$ cat src/rtl/game_round_controller.sv
// Basketball round controller: debounced hoop sensing, timed or race-to-score rounds, leaderboard strobe.
// Latency: make 2+DEBOUNCE_CYCLES+1 cycles after a hoop edge, score/time update next edge; no backpressure.
module game_round_controller #(
   parameter int TICK_CYCLES     = 50000000,
   parameter int START_TIME      = 30,
   parameter int END_SCORE       = 10,
   parameter int DEBOUNCE_CYCLES = 500000
) (
   input  logic       clock,
   input  logic       reset,
   input  logic       start,
   input  logic       game_mode,
   input  logic [2:0] hoop_sw,
   output logic [1:0] state,
   output logic [7:0] score,
   output logic [7:0] time_val,
   output logic       make,
   output logic       game_over,
   output logic       lb_we,
   output logic       lb_mode,
   output logic [7:0] lb_value
);

   localparam int TW = $clog2(TICK_CYCLES + 1);
   localparam int DW = $clog2(DEBOUNCE_CYCLES + 1);
   localparam logic [TW-1:0] TICK_LAST = TW'(TICK_CYCLES - 1);
   localparam logic [DW-1:0] DEB_LAST  = DW'(DEBOUNCE_CYCLES - 1);
   localparam logic [7:0]    START_V   = 8'(START_TIME);
   localparam logic [7:0]    END_V     = 8'(END_SCORE);
   localparam logic [7:0]    MAX_V     = 8'd99;

   typedef enum logic [1:0] {IDLE = 2'd0, RUN = 2'd1, DONE = 2'd2} state_t;

   state_t          st;
   logic [2:0]      sync1, sync2;
   logic            hoop_any;
   logic [DW-1:0]   deb_cnt;
   logic            deb_lvl, deb_rise;
   logic [TW-1:0]   tick_cnt;
   logic            mode;
   logic            tick, round_end;
   logic [7:0]      score_nx, time_nx;

   always_ff @(posedge clock) begin
      if (reset) begin
         sync1 <= '0;
         sync2 <= '0;
      end else begin
         sync1 <= hoop_sw;
         sync2 <= sync1;
      end
   end

   assign hoop_any = |sync2;

   // Any sample agreeing with the current level restarts the stability count.
   always_ff @(posedge clock) begin
      if (reset) begin
         deb_cnt  <= '0;
         deb_lvl  <= 1'b0;
         deb_rise <= 1'b0;
      end else begin
         deb_rise <= 1'b0;
         if (hoop_any != deb_lvl) begin
            if (deb_cnt == DEB_LAST) begin
               deb_lvl  <= hoop_any;
               deb_cnt  <= '0;
               deb_rise <= hoop_any;
            end else begin
               deb_cnt <= deb_cnt + 1'b1;
            end
         end else begin
            deb_cnt <= '0;
         end
      end
   end

   // Gated by the current state so a basket can never be reported outside RUN.
   assign make = deb_rise && (st == RUN);

   always_comb begin
      tick     = (tick_cnt == TICK_LAST);
      score_nx = (make && score < MAX_V) ? score + 8'd1 : score;
      time_nx  = time_val;
      if (tick) begin
         if (!mode) time_nx = (time_val != 8'd0) ? time_val - 8'd1 : 8'd0;
         else       time_nx = (time_val < MAX_V) ? time_val + 8'd1 : MAX_V;
      end
      if (!mode) round_end = tick && (time_nx == 8'd0);
      else       round_end = (make && score_nx == END_V) || (tick && time_nx == MAX_V);
   end

   always_ff @(posedge clock) begin
      if (reset) begin
         st       <= IDLE;
         score    <= '0;
         time_val <= '0;
         tick_cnt <= '0;
         mode     <= 1'b0;
         lb_we    <= 1'b0;
         lb_mode  <= 1'b0;
         lb_value <= '0;
      end else begin
         lb_we <= 1'b0;
         case (st)
            IDLE, DONE: begin
               if (start) begin
                  st       <= RUN;
                  mode     <= game_mode;
                  score    <= '0;
                  tick_cnt <= '0;
                  time_val <= game_mode ? 8'd0 : START_V;
               end
            end
            RUN: begin
               tick_cnt <= tick ? '0 : tick_cnt + 1'b1;
               score    <= score_nx;
               time_val <= time_nx;
               if (round_end) begin
                  st       <= DONE;
                  lb_we    <= 1'b1;
                  lb_mode  <= mode;
                  lb_value <= mode ? time_nx : score_nx;
               end
            end
            default: st <= IDLE;
         endcase
      end
   end

   assign state     = st;
   assign game_over = (st == DONE);

endmodule

$ cat config.mk
export PLATFORM = sky130hd
export DESIGN_NAME = game_round_controller
export DESIGN_NICKNAME = d
export VERILOG_FILES = /design/src/rtl/game_round_controller.sv
export SDC_FILE = /design/constraint.sdc
export NUM_CORES = 1
export LEC_CHECK = 0
export CELL_PAD_IN_SITES_DETAIL_PLACEMENT = 0
export CELL_PAD_IN_SITES_GLOBAL_PLACEMENT = 1
export CORE_MARGIN = 3
export CORE_UTILIZATION = 43
export CTS_CLUSTER_DIAMETER = 30
export DETAILED_ROUTE_END_ITERATION = 7
export PLACE_DENSITY = 0.88
export SLEW_MARGIN = 20
export SYNTH_ARGS = -nofsm -noshare
export SYNTH_HDL_FRONTEND = slang
export SYNTH_SLANG_ARGS = --single-unit
$ cat constraint.sdc
create_clock -name clock -period 3.2 [get_ports clock]
set_input_delay 0.64 -clock clock [delete_from_list [all_inputs] [get_ports clock]]
set_output_delay 0.64 -clock clock [all_outputs]
set_load 0.01 [all_outputs]
# After elaboration in Yosys (flattened, before gate mapping)
# Index checks and enable logic that the tools add are counted.
# word_totals
reg_bits,82
input_bits,7
elab_cells,71
out_inout_bits,30
# classes
addsub,5
magnitude_cmp,2
n_bitwise,3
mux,19
reduce_logical,20
eq_ne,9
# op_table
operator,count
8-bit 2-to-1 mux,8
26-bit 2-to-1 mux,2
26-bit one-hot mux with 2 select lines,1
8-bit one-hot mux with 2 select lines,2
26-bit by 1-bit adder with 26-bit output (second input constant),1
26-bit equality test (second input constant),1
19-bit by 1-bit adder with 19-bit output (second input constant),1
19-bit equality test (second input constant),1
8-bit by 1-bit adder with 8-bit output (second input constant),2
8-bit by 7-bit < comparator with 1-bit output (second input constant),2
2-bit AND reduction,5
3-bit OR reduction,3
8-bit by 4-bit equality test with 1-bit output (second input constant),1
8-bit by 7-bit equality test with 1-bit output (second input constant),1
8-bit zero test,1
8-bit nonzero test,1
8-bit by 1-bit subtractor with 8-bit output (second input constant),1
1-bit logical AND,5
5-bit 2-to-1 mux,1
2-bit 2-to-1 mux,2
2-bit != test (second input constant),2
2-bit one-hot mux with 2 select lines,1
2-bit OR reduction,2
1-bit inverter,3
7 further kinds,8

# Logic depth before layout (Yosys ltp)
# Gate-level depths: netlist (run 1).
# depth
word_depth,10
depth_mapped,13
mapped_depth_nobuf,10

# Worst setup path after synthesis (run 1)
# Ideal clock, no wire load.
# synth_path
path_kind,reg2reg
from,register time_val[0]
to,register lb_value[0]
synth_period_minus_slack_ns,2.819
arrival_ns,2.697
path_stages_with_launch,14
required_time_ns,3.079
n_path_buf,3
setup_ns,0.121
path_slack_ns,0.381
path_cell_list,dfxtp_1 > clkbuf_1 > inv_1 > ha_1 > nor4b_1 > and2_1 > buf_2 > o311ai_0 > mux2_2 > nand3_1 > o211a_1 > nor3_2 > buf_6 > mux2_4
# synth_via
elab_chain_len,9
word_cells_on_any_way,16
# synth_lines
item,line,text
"start, declared",16,"output logic [7:0] time_val,"
"start signal, assigned",112,time_val <= game_mode ? 8'd0 : START_V;
"start signal, assigned",118,time_val <= time_nx;
8-bit by 1-bit subtractor with 8-bit output (tied with other cells),86,if (!mode) time_nx = (time_val != 8'd0) ? time_val - 8'd1 : 8'd0;
"8-bit 2-to-1 mux, on equally long branches","86, 87",
8-bit 2-to-1 mux,86,
8-bit 2-to-1 mux (*),85,if (tick) begin
8-bit by 7-bit equality test with 1-bit output,90,else round_end = (make && score_nx == END_V) || (tick && time_nx == MAX_V);
1-bit logical AND,90,
1-bit logical OR,90,
1-bit 2-to-1 mux,89,if (!mode) round_end = tick && (time_nx == 8'd0);
2-bit AND reduction (no line),-,
"end signal, assigned",123,lb_value <= mode ? time_nx : score_nx;
"end, declared",21,output logic [7:0] lb_value
# Mark *: on every way between the ends. The rest lies on a longest branch, timed or not.
# A chain may end at the register's enable or synchronous reset.

# Final worst setup path (run 1)
# layout_path
from,register tick_cnt[0]
to,register lb_value[1]
# layout_via
elab_chain_len,7
word_cells_on_any_way,10
# layout_lines
item,line,text
"start, declared",39,logic [TW-1:0] tick_cnt;
"start signal, assigned",116,tick_cnt <= tick ? '0 : tick_cnt + 1'b1;
26-bit equality test (*),82,tick = (tick_cnt == TICK_LAST);
8-bit 2-to-1 mux,85,
8-bit by 7-bit equality test with 1-bit output,90,
1-bit logical AND,90,
1-bit logical OR,90,
1-bit 2-to-1 mux,89,
2-bit AND reduction (no line),-,
# Marks and branches as above.

==> results.json, run 1 <==
{
  "start_util": 0.4511,
  "grt_pass1_wl_mm": 19.60,
  "avgSynthCellArea_um2": 7.689,
  "clk_latency_ns": 0.37,
  "vias_per_cell": 5.795,
  "cp_max_fo": 15,
  "fin_crit_ns": 2.988,
  "tightest_slew_ns": 0.7023,
  "wl_mm": 11.73,
  "fp.dieH_um": 108.2,
  "setup_viol": 0,
  "io_buffer_count": 36,
  "hold_depth": 1,
  "synth_edf_count": 0,
  "grt_overflow_total": 0,
  "worst-setup-path-type": "reg -> reg",
  "drt_iter0_drc": 335,
  "status": "complete, no violations",
  "async_flop_share": 0,
  "cts_tree": "done",
  "hpwl_mm": 8.209,
  "max_cap_violations": 0,
  "max_slew_margin": 0.5307,
  "crit_chain": "ha_1 > nand3_2 > or2_1 > or3_4 > nor4_4 > o211ai_1 > o211a_1 > nor3_2 > buf_6 > mux2_4",
  "syn_inst": 584,
  "diodes": 0,
  "netlist_area_mm2": 0.004491,
  "design_area_mm2": 0.005204,
  "hp-start": "deb_cnt[0]$_SDFF_PP0_",
  "cts_setup_buffers": 0,
  "clock-root-buffer": "clkbuf_8",
  "core-area_mm2": 0.009955,
  "vias": 4329,
  "clk_pin_slew_ns": 0.10,
  "crit_start": "tick_cnt[0]$_SDFFE_PP0P_",
  "crit_family": "simple AND/OR/NAND/NOR gates",
  "drv_slew": 0,
  "p_leak_nw": 1.800,
  "drive_above_1_share": 0.09121,
  "drcViolationCount": 0,
  "dieArea_mm2": 0.01171,
  "clockBufferDepth": 2,
  "antenna_found_initial": 0,
  "dr.pass1.iters": 5,
  "final_nets": 622,
  "worst_path_max_delay_cell": "or3_4",
  "grt_use_total": 0.2065,
  "final_hold_viol_count": 0,
  "gp_congestion": 0.8423,
  "syn_nets": 597,
  "ys_types": 60,
  "worst_setup_path_end_kind": "flop",
  "placed_area_mm2": 0.004977,
  "crit_arrival_ns": 3.24,
  "dieWidth_um": 108.2,
  "cp.buffers_inverters": 1,
  "worstSetupPathDepth": 10,
  "yosys_warnings": 0,
  "synth-seq-cells": 82,
  "io_pins": 37,
  "ir_worst_vdd_uv": 295.1,
  "cp-start-kind": "flop",
  "rows": 36,
  "drtAntennaViolNets": 0,
  "rsz0062_at_grt": "no",
  "period_share": 0.9336,
  "syn_to_final_growth_pct": 15.88,
  "min_path_type": "reg -> reg",
  "r2r_cells": 10,
  "required_ns": 3.45,
  "max_freq_mhz": 334.7,
  "worstReg2RegStart": "tick_cnt[0]$_SDFFE_PP0P_",
  "wl_per_cell_um": 15.70,
  "ys_seq_area_frac": 0.3656,
  "clock_sinks": 82,
  "htreeDepth": 3,
  "cpPeakStageDelay_ns": 0.46,
  "grt_pass1_vias": 4057,
  "synth_ff_type": "dfxtp_1",
  "final.setup_skew_ns": 0.01761,
  "cts_inserted_buffers": 9,
  "n_fill_cell": 960,
  "powerDensity_mw_per_mm2": 389.0,
  "grt_max_degree": 27,
  "setup_tns_ns": 0
}
registers in the layout, indices dropped and copies added, names as in the netlist, 2 cells and up:
signal	cells
sync2	3
state	2
score	8
time_val	8
lb_value	8
deb_cnt	19
sync1	3
tick_cnt	26
report_power, final:
part	switching (W)	leakage (nW)	internal (W)
Clock	0.000450	0.103	0.000312
Sequential	0.0000180	0.663	0.00103
Combinational	0.000138	1.03	0.0000750
cells in the final DEF (no fill, tap or decap), drive strengths merged, types with 9 or more instances in the layout:
cell	instances
nand4	12
clkbuf	9
nand2	64
nor2b	14
clkdlybuf4s50	35
nand3	24
dfxtp	82
mux2i	9
buf	19
nor4	12
nor2	89
a21oi	42
xor2	13
o21ai	36
and3	12
nor3	13
inv	12
final timing paths:
kind	end	slack, ns
worst min register to register	deb_cnt[0]$_SDFF_PP0_	0.44
worst min-delay path	deb_cnt[0]$_SDFF_PP0_	0.44
worst max-delay path	lb_value[1]$_SDFFE_PP0P_	0.21
worst max register to register	lb_value[1]$_SDFFE_PP0P_	0.21
layout make-up:
type	count	area [um2]	area share
clock buffers	9	123.9	0.02380
well taps	133	166.4	0.03198
multi-input cells	455	2674	0.5138
clock inverters	7	76.32	0.01467
inverters	7	26.28	0.005049
flip-flops and latches	82	1643	0.3157
repair buffers	54	494.2	0.09497
synth_stat cells (all sizes together) (7+ instances only):
library cell,instances,area (um2)
xor2,13,113.9
mux2i,9,90.09
o21ai,36,180.2
nor3,13,75.07
and2,7,43.79
nor4,12,87.58
clkbuf,34,127.6
a21oi,42,210.2
nor2,89,334.1
a31oi,8,56.30
and3,12,75.07
nand3,24,125.1
inv,7,26.28
nand2,64,240.2
or3,8,50.05
a22oi,8,65.06
dfxtp,82,1642
nand4,12,75.07
nor2b,14,87.58
through the flow:
stage | worst slack, ns | hold WS, ns | utilization | power [W] | cells
2_1_floorplan | 0.3813 | 0.4132 | - | 0.001212 | 584
3_3_place_gp | 0.2145 | 0.4170 | 0.5000 | 0.001278 | 731
3_5_place_dp | 0.09318 | 0.4282 | 0.5000 | 0.001281 | 731
4_1_cts | 0.05829 | 0.4473 | 0.5201 | 0.002041 | 747
5_1_grt | 0.01086 | 0.4781 | 0.5228 | 0.002103 | 747
6_report | 0.2124 | 0.4430 | 0.5228 | 0.002024 | 747
per-layer routing:
metal,track usage,wire (um),vias up
met4,0.07214,275,0
li1,-,-,2140
met3,0.04239,660,20
met5,0,0,-
met2,0.3348,5527,139
met1,0.2736,5267,2030
repair_timing:
action | in CTS | in global routing
setup endpoints to repair | 0 | 8
gates resized for setup | 0 | 7
hold buffers | 0 | 0
logic make-up after synthesis:
logic type	count (synthesis)	synth area share
mux	13	0.03260
xor+xnor	18	0.03511
simple gates	283	0.3157
fa+ha+maj	6	0.01672
flops	82	0.3656
buf+inv	47	0.04375
compound gates	135	0.1906
No activity file was read; power rests on OpenSTA's default activity.
==> run 2, diff against run 1 <==
- CORE_UTILIZATION: 43 -> 40
- PLACE_DENSITY: 0.88 -> 0.83
==> results.json, run 2 (synthesis results as in run 1) <==
{
  "clk_pin_slew_ns": 0.09,
  "drive_above_1_share": 0.08632,
  "final_hold_viol_count": 0,
  "cpPeakStageDelay_ns": 0.43,
  "dieArea_mm2": 0.01253,
  "dr.pass1.iters": 5,
  "syn_to_final_growth_pct": 16.63,
  "top_register": "tick_cnt",
  "dieWidth_um": 112.0,
  "antenna_found_initial": 0,
  "final_nets": 622,
  "min_path_type": "reg -> reg",
  "final_common_cell": "nor2_1",
  "setup_tns_ns": 0,
  "hpwl_mm": 8.232,
  "drv_slew": 0,
  "final.setup_skew_ns": 0.01231,
  "p_leak_nw": 1.810,
  "io_buffer_count": 36,
  "diodes": 0,
  "io_pins": 37,
  "max_cap_violations": 0,
  "holdBufCountCts": 0,
  "core-area_mm2": 0.01089,
  "grt_pass1_wl_mm": 19.78,
  "wl_per_cell_um": 15.33,
  "drtAntennaViolNets": 0,
  "worst_setup_path_end_kind": "flop",
  "clock_sinks": 82,
  "cp_max_fo": 11,
  "vias": 4280,
  "grt_use_total": 0.1896,
  "required_ns": 3.46,
  "status": "complete, no violations",
  "cts_tree": "done",
  "worst-setup-path-type": "reg -> reg",
  "seq_area_mm2": 0.001642,
  "vias_per_cell": 5.676,
  "fin_crit_ns": 2.945,
  "worst_path_max_delay_cell": "or3_4",
  "crit_chain": "ha_1 > nand3_2 > or2_1 > or3_4 > nor4_2 > o211ai_1 > o211a_1 > nor3_2 > buf_12 > mux2_4",
  "multiInputGateArea_mm2": 0.002658,
  "powerDensity_mw_per_mm2": 411.4,
  "drcViolationCount": 0,
  "reg_top3": "tick_cnt: 26 flops, deb_cnt: 19 flops",
  "start_util": 0.4124,
  "cp-start-kind": "flop",
  "grt_pass1_vias": 4113,
  "largest_reg_flops": 26,
  "rows": 38,
  "max_freq_mhz": 339.5,
  "fin_hold_ws_ns": 0.4462,
  "fp.dieH_um": 112.0,
  "clk_latency_ns": 0.36,
  "final_util": 0.4810,
  "max_slew_margin": 0.5337,
  "ctsResizeCount": 0,
  "gp_congestion": 0.9046,
  "grt_max_degree": 38,
  "clock-root-buffer": "clkbuf_8",
  "n_fill_cell": 1058,
  "dp_cells": 738,
  "rsz0062_at_grt": "no",
  "tightest_slew_ns": 0.6978,
  "cts_setup_buffers": 0,
  "wl_mm": 11.56,
  "period_share": 0.9204,
  "setup_viol": 0,
  "drt_iter0_drc": 294,
  "final_cell_count_no_fill": 754,
  "htreeDepth": 3,
  "grt_overflow_total": 0,
  "ir_worst_vdd_uv": 260.2,
  "clockBufferDepth": 2,
  "crit_arrival_ns": 3.21,
  "mostFrequentLayoutCells": "nor2_1, dfxtp_1, nand2_1, a21oi_1, clkdlybuf4s50_1",
  "cts_inserted_buffers": 9
}
==> run 2: final timing paths <==
kind                       startpoint                       end  slack [ns]  cells past startpoint
max          tick_cnt[0]$_SDFFE_PP0P_  lb_value[5]$_SDFFE_PP0P_        0.25                     10
min               sync1[2]$_SDFF_PP0_       sync2[2]$_SDFF_PP0_        0.45                      1
min reg2reg       sync1[2]$_SDFF_PP0_       sync2[2]$_SDFF_PP0_        0.45                      1
max reg2reg  tick_cnt[0]$_SDFFE_PP0P_  lb_value[5]$_SDFFE_PP0P_        0.25                     10
==> run 2: power by group <==
| part | total (W) | switching [W] | internal (W) |
|---|---|---|---|
| Sequential | 0.00105 | 0.0000172 | 0.00103 |
| Combinational | 0.000215 | 0.000140 | 0.0000756 |
| Clock | 0.000891 | 0.000419 | 0.000472 |
| Total | 0.00215 | 0.000576 | 0.00158 |
==> run 2: per-layer routing <==
layer,vias up,routed length [um],GRT usage
met5,-,0,0
met1,2019,5258,0.2377
li1,2139,-,-
met3,24,399,0.03533
met4,0,282,0.07612
met2,98,5617,0.3217
==> run 2: metrics by stage <==
step	cell area (um2)	total power, W	setup WS [ns]
6_report	5238	0.002155	0.2546
5_1_grt	5238	0.002240	0.01973
4_1_cts	5233	0.002177	0.1490
3_5_place_dp	4999	0.001285	0.1604
3_3_place_gp	4999	0.001283	0.2907
2_1_floorplan	4491	0.001212	0.3813
==> run 2: area by class of cell <==
class,instances,share of cell area
Multi-Input combinational cell,455,0.5074
Inverter,7,0.005017
Timing Repair Buffer,54,0.09603
Clock buffer,10,0.02628
Tap cell,140,0.03344
Sequential cell,82,0.3134
Clock inverter,6,0.01839
==> run 2: worst max-delay path, delay by kind of cell, from the launching register on <==
family,cells,cell delay (ns)
mux,1,0.30
flops,1,0.41
simple gates,5,1.41
compound gates,2,0.34
fa+ha+maj,1,0.22
buf+inv,1,0.18
